**src/rtl/multicycle_control_fsm_if.sv**
```systemverilog
// Bundle between the multicycle control FSM and the MIPS datapath.
//   master : the control FSM (consumes opcode/mem_ready, drives controls + debug)
//   slave  : the datapath side (drives opcode/mem_ready, consumes controls)
// Signals:
//   opcode[5:0]   IR[31:26]
//   mem_ready     memory access done (only honoured with MEM_WAIT_EN)
//   IorD, MemRead, MemWrite, MemtoReg, IRWrite, RegDst, RegWrite, ALUSrcA,
//   ALUSrcB[1:0], ALUOp[1:0], PCSource[1:0], PCWrite, PCWriteCond : datapath controls
//   state[3:0]    current FSM state (debug)
//   illegal       unsupported opcode seen in DECODE
//   instr_count   completed-instruction counter
// Handshake: there is no valid/ready pair on this bundle. The only flow
// control is mem_ready, which (with MEM_WAIT_EN) holds FETCH/MEMRD/MEMWR
// until it is sampled high on a rising clk edge.
interface multicycle_control_fsm_if;
  logic [5:0]  opcode;
  logic        mem_ready;
  logic        IorD;
  logic        MemRead;
  logic        MemWrite;
  logic        MemtoReg;
  logic        IRWrite;
  logic        RegDst;
  logic        RegWrite;
  logic        ALUSrcA;
  logic [1:0]  ALUSrcB;
  logic [1:0]  ALUOp;
  logic [1:0]  PCSource;
  logic        PCWrite;
  logic        PCWriteCond;
  logic [3:0]  state;
  logic        illegal;
  logic [31:0] instr_count;

  modport master (
    input  opcode, mem_ready,
    output IorD, MemRead, MemWrite, MemtoReg, IRWrite, RegDst, RegWrite,
           ALUSrcA, ALUSrcB, ALUOp, PCSource, PCWrite, PCWriteCond,
           state, illegal, instr_count
  );

  modport slave (
    output opcode, mem_ready,
    input  IorD, MemRead, MemWrite, MemtoReg, IRWrite, RegDst, RegWrite,
           ALUSrcA, ALUSrcB, ALUOp, PCSource, PCWrite, PCWriteCond,
           state, illegal, instr_count
  );
endinterface

```
**src/rtl/multicycle_control_fsm.sv**
```systemverilog
// Main control FSM for the multicycle MIPS datapath (R-type, LW, SW, BEQ, J).
// Moore outputs decoded from the state register drive every datapath mux
// select and write enable; ALUOp is passed on to the ALU control decoder.
// Ports:
//   clk    rising-edge clock
//   reset  synchronous active-high reset
//   bus    multicycle_control_fsm_if.master (opcode, mem_ready, controls,
//          state debug, illegal, instr_count)
// Optional build macro: MEM_WAIT_EN -- FETCH, MEMRD and MEMWR stall while
// mem_ready=0. Without it mem_ready is ignored and every state lasts 1 cycle.
module multicycle_control_fsm (
  input logic                  clk,
  input logic                  reset,
  multicycle_control_fsm_if.master bus
);

  localparam logic [5:0] OP_RTYPE = 6'b000000;
  localparam logic [5:0] OP_LW    = 6'b100011;
  localparam logic [5:0] OP_SW    = 6'b101011;
  localparam logic [5:0] OP_BEQ   = 6'b000100;
  localparam logic [5:0] OP_J     = 6'b000010;

  localparam logic [3:0] S_FETCH  = 4'd0;
  localparam logic [3:0] S_DECODE = 4'd1;
  localparam logic [3:0] S_MEMADR = 4'd2;
  localparam logic [3:0] S_MEMRD  = 4'd3;
  localparam logic [3:0] S_MEMWB  = 4'd4;
  localparam logic [3:0] S_MEMWR  = 4'd5;
  localparam logic [3:0] S_EXEC   = 4'd6;
  localparam logic [3:0] S_RWB    = 4'd7;
  localparam logic [3:0] S_BRANCH = 4'd8;
  localparam logic [3:0] S_JUMP   = 4'd9;

  logic [3:0]  state_q;
  logic [3:0]  state_d;
  logic [5:0]  op_q;
  logic [31:0] count_q;
  logic        mem_ok;
  logic        done;
  logic        op_legal;

`ifdef MEM_WAIT_EN
  assign mem_ok = bus.mem_ready;
`else
  assign mem_ok = 1'b1;
  logic unused_mem_ready;
  assign unused_mem_ready = bus.mem_ready;
`endif

  assign op_legal = (bus.opcode == OP_RTYPE) || (bus.opcode == OP_LW) ||
                    (bus.opcode == OP_SW)    || (bus.opcode == OP_BEQ) ||
                    (bus.opcode == OP_J);

  always_comb begin
    state_d = S_FETCH;
    case (state_q)
      S_FETCH:  state_d = mem_ok ? S_DECODE : S_FETCH;
      S_DECODE: begin
        case (bus.opcode)
          OP_LW, OP_SW: state_d = S_MEMADR;
          OP_RTYPE:     state_d = S_EXEC;
          OP_BEQ:       state_d = S_BRANCH;
          OP_J:         state_d = S_JUMP;
          default:      state_d = S_FETCH;
        endcase
      end
      // Only LW or SW can reach MEMADR, so anything but LW is a store.
      S_MEMADR: state_d = (op_q == OP_LW) ? S_MEMRD : S_MEMWR;
      S_MEMRD:  state_d = mem_ok ? S_MEMWB : S_MEMRD;
      S_MEMWB:  state_d = S_FETCH;
      S_MEMWR:  state_d = mem_ok ? S_FETCH : S_MEMWR;
      S_EXEC:   state_d = S_RWB;
      S_RWB:    state_d = S_FETCH;
      S_BRANCH: state_d = S_FETCH;
      S_JUMP:   state_d = S_FETCH;
      default:  state_d = S_FETCH;
    endcase
  end

  // An instruction completes on the edge that leaves its final state.
  always_comb begin
    done = 1'b0;
    case (state_q)
      S_MEMWB, S_RWB, S_BRANCH, S_JUMP: done = 1'b1;
      S_MEMWR:                          done = mem_ok;
      default:                          done = 1'b0;
    endcase
  end

  always_ff @(posedge clk) begin
    if (reset) begin
      state_q <= S_FETCH;
      op_q    <= 6'd0;
      count_q <= 32'd0;
    end else begin
      state_q <= state_d;
      if (state_q == S_DECODE) op_q <= bus.opcode;
      if (done) count_q <= count_q + 32'd1;
    end
  end

  always_comb begin
    bus.IorD        = 1'b0;
    bus.MemRead     = 1'b0;
    bus.MemWrite    = 1'b0;
    bus.MemtoReg    = 1'b0;
    bus.IRWrite     = 1'b0;
    bus.RegDst      = 1'b0;
    bus.RegWrite    = 1'b0;
    bus.ALUSrcA     = 1'b0;
    bus.ALUSrcB     = 2'b00;
    bus.ALUOp       = 2'b00;
    bus.PCSource    = 2'b00;
    bus.PCWrite     = 1'b0;
    bus.PCWriteCond = 1'b0;
    bus.illegal     = 1'b0;
    case (state_q)
      S_FETCH: begin
        bus.MemRead = 1'b1;
        // IR and PC load only once the fetched word is actually present.
        bus.IRWrite = mem_ok;
        bus.PCWrite = mem_ok;
        bus.ALUSrcB = 2'b01;
      end
      S_DECODE: begin
        bus.ALUSrcB = 2'b11;
        bus.illegal = !op_legal;
      end
      S_MEMADR: begin
        bus.ALUSrcA = 1'b1;
        bus.ALUSrcB = 2'b10;
      end
      S_MEMRD: begin
        bus.MemRead = 1'b1;
        bus.IorD    = 1'b1;
      end
      S_MEMWB: begin
        bus.RegWrite = 1'b1;
        bus.MemtoReg = 1'b1;
      end
      S_MEMWR: begin
        bus.MemWrite = 1'b1;
        bus.IorD     = 1'b1;
      end
      S_EXEC: begin
        bus.ALUSrcA = 1'b1;
        bus.ALUOp   = 2'b10;
      end
      S_RWB: begin
        bus.RegDst   = 1'b1;
        bus.RegWrite = 1'b1;
      end
      S_BRANCH: begin
        bus.ALUSrcA     = 1'b1;
        bus.ALUOp       = 2'b01;
        bus.PCWriteCond = 1'b1;
        bus.PCSource    = 2'b01;
      end
      S_JUMP: begin
        bus.PCWrite  = 1'b1;
        bus.PCSource = 2'b10;
      end
      default: ;
    endcase
    // Any state-changing strobe is suppressed while reset is held so an
    // abandoned instruction cannot write anything.
    if (reset) begin
      bus.PCWrite     = 1'b0;
      bus.PCWriteCond = 1'b0;
      bus.IRWrite     = 1'b0;
      bus.MemRead     = 1'b0;
      bus.MemWrite    = 1'b0;
      bus.RegWrite    = 1'b0;
      bus.illegal     = 1'b0;
    end
  end

  assign bus.state       = state_q;
  assign bus.instr_count = count_q;

endmodule
```
**src/flat_wrapper.sv**
```systemverilog
// flat-port wrapper written by rule: the top's interface ports become plain ports
module multicycle_control_fsm_flat 
  (clk, reset, bus_opcode, bus_mem_ready, bus_IorD, bus_MemRead, bus_MemWrite, bus_MemtoReg, bus_IRWrite, bus_RegDst, bus_RegWrite, bus_ALUSrcA, bus_ALUSrcB, bus_ALUOp, bus_PCSource, bus_PCWrite, bus_PCWriteCond, bus_state, bus_illegal, bus_instr_count);
  multicycle_control_fsm_if bus_i ();
  input logic clk;
  input logic reset;
  input wire logic [$bits(bus_i.opcode)-1:0] bus_opcode;
  input wire logic [$bits(bus_i.mem_ready)-1:0] bus_mem_ready;
  output wire logic [$bits(bus_i.IorD)-1:0] bus_IorD;
  output wire logic [$bits(bus_i.MemRead)-1:0] bus_MemRead;
  output wire logic [$bits(bus_i.MemWrite)-1:0] bus_MemWrite;
  output wire logic [$bits(bus_i.MemtoReg)-1:0] bus_MemtoReg;
  output wire logic [$bits(bus_i.IRWrite)-1:0] bus_IRWrite;
  output wire logic [$bits(bus_i.RegDst)-1:0] bus_RegDst;
  output wire logic [$bits(bus_i.RegWrite)-1:0] bus_RegWrite;
  output wire logic [$bits(bus_i.ALUSrcA)-1:0] bus_ALUSrcA;
  output wire logic [$bits(bus_i.ALUSrcB)-1:0] bus_ALUSrcB;
  output wire logic [$bits(bus_i.ALUOp)-1:0] bus_ALUOp;
  output wire logic [$bits(bus_i.PCSource)-1:0] bus_PCSource;
  output wire logic [$bits(bus_i.PCWrite)-1:0] bus_PCWrite;
  output wire logic [$bits(bus_i.PCWriteCond)-1:0] bus_PCWriteCond;
  output wire logic [$bits(bus_i.state)-1:0] bus_state;
  output wire logic [$bits(bus_i.illegal)-1:0] bus_illegal;
  output wire logic [$bits(bus_i.instr_count)-1:0] bus_instr_count;
  assign bus_i.opcode = bus_opcode;
  assign bus_i.mem_ready = bus_mem_ready;
  assign bus_IorD = bus_i.IorD;
  assign bus_MemRead = bus_i.MemRead;
  assign bus_MemWrite = bus_i.MemWrite;
  assign bus_MemtoReg = bus_i.MemtoReg;
  assign bus_IRWrite = bus_i.IRWrite;
  assign bus_RegDst = bus_i.RegDst;
  assign bus_RegWrite = bus_i.RegWrite;
  assign bus_ALUSrcA = bus_i.ALUSrcA;
  assign bus_ALUSrcB = bus_i.ALUSrcB;
  assign bus_ALUOp = bus_i.ALUOp;
  assign bus_PCSource = bus_i.PCSource;
  assign bus_PCWrite = bus_i.PCWrite;
  assign bus_PCWriteCond = bus_i.PCWriteCond;
  assign bus_state = bus_i.state;
  assign bus_illegal = bus_i.illegal;
  assign bus_instr_count = bus_i.instr_count;
  multicycle_control_fsm u_core (.clk(clk), .reset(reset), .bus(bus_i));
endmodule
```
**config.mk**
```make
export PLATFORM = sky130hd
export DESIGN_NAME = multicycle_control_fsm_flat
export DESIGN_NICKNAME = d
export VERILOG_FILES = /design/src/rtl/multicycle_control_fsm_if.sv /design/src/rtl/multicycle_control_fsm.sv /design/src/flat_wrapper.sv
export SDC_FILE = /design/constraint.sdc
export NUM_CORES = 1
export LEC_CHECK = 0
export CORE_UTILIZATION = 45
export DETAILED_ROUTE_END_ITERATION = 7
export DONT_BUFFER_PORTS = 1
export GPL_ROUTABILITY_DRIVEN = 0
export SYNTH_ARGS = -nofsm -noshare
export SYNTH_HDL_FRONTEND = slang
export SYNTH_SLANG_ARGS = --single-unit
```
**constraint.sdc**
```tcl
create_clock -name clk -period 2.2 [get_ports clk]
set_input_delay 0.44 -clock clk [delete_from_list [all_inputs] [get_ports clk]]
set_output_delay 0.44 -clock clk [all_outputs]
set_load 0.01 [all_outputs]
```
==> results of run 1 <==
[logic make-up (layout without fill, tap and decap cells)]
family,count (synthesis),in the layout,synth area share [%]
mux,2,2,1.046
flops,42,42,39.05
xor+xnor,22,22,8.949
simple gates,153,153,37.36
compound gates,37,37,10.11
fa+ha+maj,1,1,0.5810
buf+inv,16,34,2.905
[area by class of cell]
type	count	area [sq um]
fill	454	2006
multi-input combinational	215	1270
sequential	42	843.3
timing repair buffer	23	172.7
clock buffer	7	76.32
tap	52	65.06
clock inverter	1	30.03
inverter	3	11.26
[critical path, stage by stage, from the launching register on]
cell and delay [ns]:
sky130_fd_sc_hd__dfxtp_1 0.32, sky130_fd_sc_hd__buf_4 0.18, sky130_fd_sc_hd__nor3_1 0.22, sky130_fd_sc_hd__nor3b_1 0.44, sky130_fd_sc_hd__a21o_1 0.18
[sequential cells by signal, summed over array words and instances, names as in the netlist]
| name | cells |
|---|---|
| u_core.bus.instr_count | 32 |
| u_core.op_q | 6 |
| u_core.bus.state | 4 |
[worst paths after layout]
kind	from	to	cells past startpoint
worst max-delay path	u_core.bus.state[3]	bus_PCWrite	4
worst min-delay path	reset	u_core.bus.instr_count[1]	1
worst max register to register	u_core.bus.instr_count[3]	u_core.bus.instr_count[27]	5
worst min register to register	u_core.op_q[4]	u_core.op_q[4]	2
[where the power goes]
group          total [mW]  leakage [nW]  internal (mW)  switching (mW)
Clock               0.589        0.0524          0.339           0.250
Sequential          0.777         0.340          0.769         0.00776
Combinational      0.0681         0.504         0.0295          0.0386
Total                1.43         0.897           1.14           0.296
[layout by cell type (no fill, tap or decap), types with 9 or more instances in the layout]
| cell | n |
|---|---|
| sky130_fd_sc_hd__nand4_1 | 14 |
| sky130_fd_sc_hd__nor2_1 | 34 |
| sky130_fd_sc_hd__xor2_1 | 13 |
| sky130_fd_sc_hd__xnor2_1 | 9 |
| sky130_fd_sc_hd__nor3_1 | 17 |
| sky130_fd_sc_hd__dfxtp_1 | 40 |
| sky130_fd_sc_hd__nand3_1 | 15 |
| sky130_fd_sc_hd__nand2_1 | 29 |
| sky130_fd_sc_hd__a21oi_1 | 19 |
| sky130_fd_sc_hd__buf_4 | 23 |
[routing by layer]
layer	GRT usage [%]	wire, microns	part of all wire, %
met3	6.553	333	6.5
met5	0	0	0
met4	6.000	39	0.77
met2	30.58	2157	42
met1	29.56	2563	50
[through the flow]
step	hold WS, ns	instance area (sq um)	std cells	util (%)	total power, mW
2_1_floorplan	0.4316	2153	273	-	0.8539
3_3_place_gp	0.4372	2340	335	52.29	0.8602
3_5_place_dp	0.4461	2340	335	52.29	0.8613
4_1_cts	0.2059	2446	343	54.67	1.449
5_1_grt	0.1962	2469	343	55.17	1.490
6_report	0.2146	2469	343	55.17	1.434
==> flow_summary.ini, run 1 <==
[die]
floorplan.die_area_sq_mm = 0.005066
top_level_ports = 62
placeableCoreArea_sq_mm = 0.004474
placement_rows = 24
fp.dieW_microns = 71.18
start_util_pct = 48.13
die_h_microns = 71.18

[clock_tree]
clk_pin_slew_ns = 0.08
post_cts_resized = 0
cts_buffers = 5
largest_buffer_count_on_any_clock_path = 2
post_cts.repair.setup_buffers = 0
cts-htree-levels = 2
post_cts_hold_buffer_count = 0
tritoncts_num_sinks = 42
cts_tree = built
cts-root-buf = sky130_fd_sc_hd__clkbuf_8
clkLatencyLatePin_ns = 0.29

[outcome]
result_of_the_run = finished, violations left
violations = DRC

[drt]
avgViaCountPerCell = 5.700
dr.pass1.iters = 7
postRouteAntennaNets = 0
wl_per_cell_microns = 14.85
drc_errors = 5
wirelength_microns = 5093
first_iter_violations = 203
routed-via-count = 1955

[finish]
final_net_count = 300
area_delta_synth_final_pct = 14.64
antennaDiodeCount = 0
layout-drive-gt1-share_pct = 14.43

[logic_synthesis]
syn-mean-instance-area_sq_um = 7.888
synth_top_area_share_pct = 39.05
yosys.cell_count.top_type = sky130_fd_sc_hd__dfxtp_1
synth_sequential_area_ratio_pct = 39.05
async_flop_share_pct = 0
synth.top_cells.by_count = sky130_fd_sc_hd__dfxtp_1 (42), sky130_fd_sc_hd__nor2_1 (34), sky130_fd_sc_hd__nand2_1 (29), sky130_fd_sc_hd__a21oi_1 (19), sky130_fd_sc_hd__nor3_1 (17)
yosys_register_bits = 42
netlist_instances = 273
post_synth_instance_area_sq_mm = 0.002153
number_of_synthesized_flops_with_an_enable_pin = 0
synth_area_leaders = sky130_fd_sc_hd__dfxtp_1 (39%), sky130_fd_sc_hd__nor2_1 (5.9%), sky130_fd_sc_hd__xor2_1 (5.3%)
yosysWarnings = 0
yosys_most_used_dff = sky130_fd_sc_hd__dfxtp_1
mappedNetlistNets = 283
synth_cell_type_count = 40
yosysTopAreaCell = sky130_fd_sc_hd__dfxtp_1

[grt]
grt_pass1_wl_microns = 8431
vias_in_the_first_global_route = 1774
grt_max_degree = 48
grtUsageTotal_pct = 20.93
initial_antenna_violation_count = 0
grt.overflow.total = 0

[place]
portBuffers = 0
post-place-ws_ns = 0.1403
dp.final_hpwl_microns = 3724

[timing]
layout_worst_path_cycle_share_pct = 94.10
totalNegativeSetupSlack_ns = 0
final_period_minus_worst_setup_slack_ns = 2.070
timing.final.setup_violations = 0
final-max-slew-violation-count = 0
finalClockSkew_ns = 0.007389
rsz0062_at_grt = no
max_clock_freq_mhz = 483.0
worst_pin_slew_ns = 0.8474
timing.final.hold_violations = 0
maxSlewHeadroom_pct = 43.07
fin_ws_ns = 0.1297

[power]
pwr_density_cell_mw_per_mm2 = 580.8
power.leakage_nw = 0.8970
vdd_ir_drop_max_v = 0.0003675

[job]
max_cap_violations = 0

[critical_path]
data_required_time_of_the_worst_path_ns = 1.76
worstSetupEndpointType = output port
worst-endpoint-arrival_ns = 1.63
crit_path_start_kind = flop
critical_path.max_fanout = 11
timing.reg2reg.setup_slack_ns = 0.16
worstSetupPathType = flop to output port

[hold_path]
timing.hold.worst.class = primary input to flop
Power figures use the tool's default switching activity.
==> run 2, diff against run 1 <==
--- a/config.mk
+++ b/config.mk
@@ -5,6 +5,7 @@
 export SDC_FILE = /design/constraint.sdc
 export NUM_CORES = 1
 export LEC_CHECK = 0
+export ABC_CLOCK_PERIOD_IN_PS = 2200
 export CORE_UTILIZATION = 45
 export DETAILED_ROUTE_END_ITERATION = 7
 export DONT_BUFFER_PORTS = 1
==> results of run 2 <==
No change in the layout: final DEF, timing and power equal those of run 1.
==> run 3, diff against run 2 <==
--- a/config.mk
+++ b/config.mk
@@ -10,6 +10,7 @@
 export DETAILED_ROUTE_END_ITERATION = 7
 export DONT_BUFFER_PORTS = 1
 export GPL_ROUTABILITY_DRIVEN = 0
+export RECOVER_POWER = 25
 export SYNTH_ARGS = -nofsm -noshare
 export SYNTH_HDL_FRONTEND = slang
 export SYNTH_SLANG_ARGS = --single-unit
==> flow_summary.ini, run 3 (synthesis results as in run 1) <==
[die]
floorplan.die_area_sq_mm = 0.005066
placeableCoreArea_sq_mm = 0.004474
start_util_pct = 48.13
placement_rows = 24
fp.dieW_microns = 71.18
die_h_microns = 71.18
top_level_ports = 62

[critical_path]
worstSetupPathType = flop to output port
worst_path_largest_cell_delay_ns = 0.44
data_required_time_of_the_worst_path_ns = 1.76
crit_path_start_kind = flop
timing.critical_path.cells = buf_4 -> nor3_1 -> nor3b_1 -> a21o_1
worst_path_max_delay_cell = sky130_fd_sc_hd__nor3b_1
worstSetupEndpointType = output port
worst-endpoint-arrival_ns = 1.63
critical_path.max_fanout = 11

[grt]
grt.overflow.total = 0
grtUsageTotal_pct = 20.93
grt_pass1_wl_microns = 8431
grt_max_degree = 48
initial_antenna_violation_count = 0
vias_in_the_first_global_route = 1774

[power]
total_power_mw = 1.434
power.leakage_nw = 0.8927
vdd_ir_drop_max_v = 0.0003675
pwr_density_cell_mw_per_mm2 = 581.7

[clock_tree]
clk_pin_slew_ns = 0.08
cts_tree = built
cts_buffers = 5
tritoncts_num_sinks = 42
largest_buffer_count_on_any_clock_path = 2
clkLatencyLatePin_ns = 0.29
cts-htree-levels = 2
post_cts_hold_buffer_count = 0
cts-root-buf = sky130_fd_sc_hd__clkbuf_8

[timing]
maxSlewHeadroom_pct = 43.07
final_period_minus_worst_setup_slack_ns = 2.070
rsz0062_at_grt = no
max_clock_freq_mhz = 483.0
totalNegativeSetupSlack_ns = 0
worst_pin_slew_ns = 0.8474
final-max-slew-violation-count = 0
timing.final.hold_violations = 0
layout_worst_path_cycle_share_pct = 94.10
finalClockSkew_ns = 0.007389
timing.final.setup_violations = 0

[place]
area_post_placement_sq_mm = 0.002340
dp.final_hpwl_microns = 3724
portBuffers = 0

[job]
max_cap_violations = 0

[drt]
wirelength_microns = 5096
drc_errors = 5
routed-via-count = 1957
avgViaCountPerCell = 5.706
wl_per_cell_microns = 14.86
first_iter_violations = 203
postRouteAntennaNets = 0
dr.pass1.iters = 7

[finish]
layout.cells.most_common = sky130_fd_sc_hd__dfxtp_1
final_net_count = 300
area_delta_synth_final_pct = 14.47
antennaDiodeCount = 0
mostFrequentLayoutCells = sky130_fd_sc_hd__dfxtp_1 (40), sky130_fd_sc_hd__nor2_1 (34), sky130_fd_sc_hd__nand2_1 (29), sky130_fd_sc_hd__buf_4 (22), sky130_fd_sc_hd__a21oi_1 (19)
layout-drive-gt1-share_pct = 14.09
largest_register_ffs = 32
final_design_area_no_fill_sq_mm = 0.002465

[outcome]
violations = DRC
result_of_the_run = finished, violations left

[hold_path]
timing.hold.worst.class = primary input to flop
-- run 3: changes by cell type in the layout (fill, tap and decap cells not counted) --
cell                       change
sky130_fd_sc_hd__buf_4         -1
sky130_fd_sc_hd__clkbuf_1      +1
-- run 3: stage by stage --
| step | instances | utilization, % | hold WS, ns | worst slack [ns] |
|---|---|---|---|---|
| after global routing | 343 | 55.09 | 0.1962 | 0.004571 |
| after global placement | 335 | 52.29 | 0.4372 | 0.1931 |
| after detailed placement | 335 | 52.29 | 0.4461 | 0.1403 |
| after CTS | 343 | 54.67 | 0.2059 | 0.006126 |
| final | 343 | 55.09 | 0.2146 | 0.1297 |
| after floorplan | 273 | - | 0.4316 | 0.3173 |
-- run 3: final cells by class --
type / count / area, sq um
sequential: 42 / 843.3
fill: 453 / 2009
tap: 52 / 65.06
timing repair buffer: 23 / 168.9
multi-input combinational: 215 / 1270
inverter: 3 / 11.26
clock buffer: 7 / 76.32
clock inverter: 1 / 30.03
-- run 3: path summary, 6_finish.rpt --
check	from	to	slack, ns	depth (start not counted)
max	u_core.bus.state[3]	bus_PCWrite	0.13	4
min reg2reg	u_core.op_q[4]	u_core.op_q[4]	0.45	2
max reg2reg	u_core.bus.instr_count[3]	u_core.bus.instr_count[27]	0.16	5
min	reset	u_core.bus.instr_count[1]	0.21	1
-- run 3: metal layers --
metal | wire, microns | vias up | track usage, %
li1 | - | 1001 | -
met1 | 2568 | 902 | 29.56
met2 | 2155 | 47 | 30.58
met3 | 333 | 7 | 6.553
met4 | 39 | 0 | 6.000
met5 | 0 | - | 0
-- run 3: critical path: cells and delay by family (launching register included) --
family / cells / cell delay (ns)
buffers and inverters: 1 / 0.18
AOI/OAI and AO/OA: 1 / 0.18
DFF: 1 / 0.32
and+or+nand+nor: 2 / 0.66
-- run 3: power breakdown --
group / switching, mW / internal [mW] / leakage, nW / total (mW)
combinational: 0.0386 / 0.0295 / 0.500 / 0.0681
clock: 0.250 / 0.339 / 0.0524 / 0.589
sequential: 0.00776 / 0.769 / 0.340 / 0.777
-- run 3: timing repair --
item,in CTS,in global routing
setup buffers,0,0
endpoints found under the setup margin,0,8
gates resized for setup,0,5
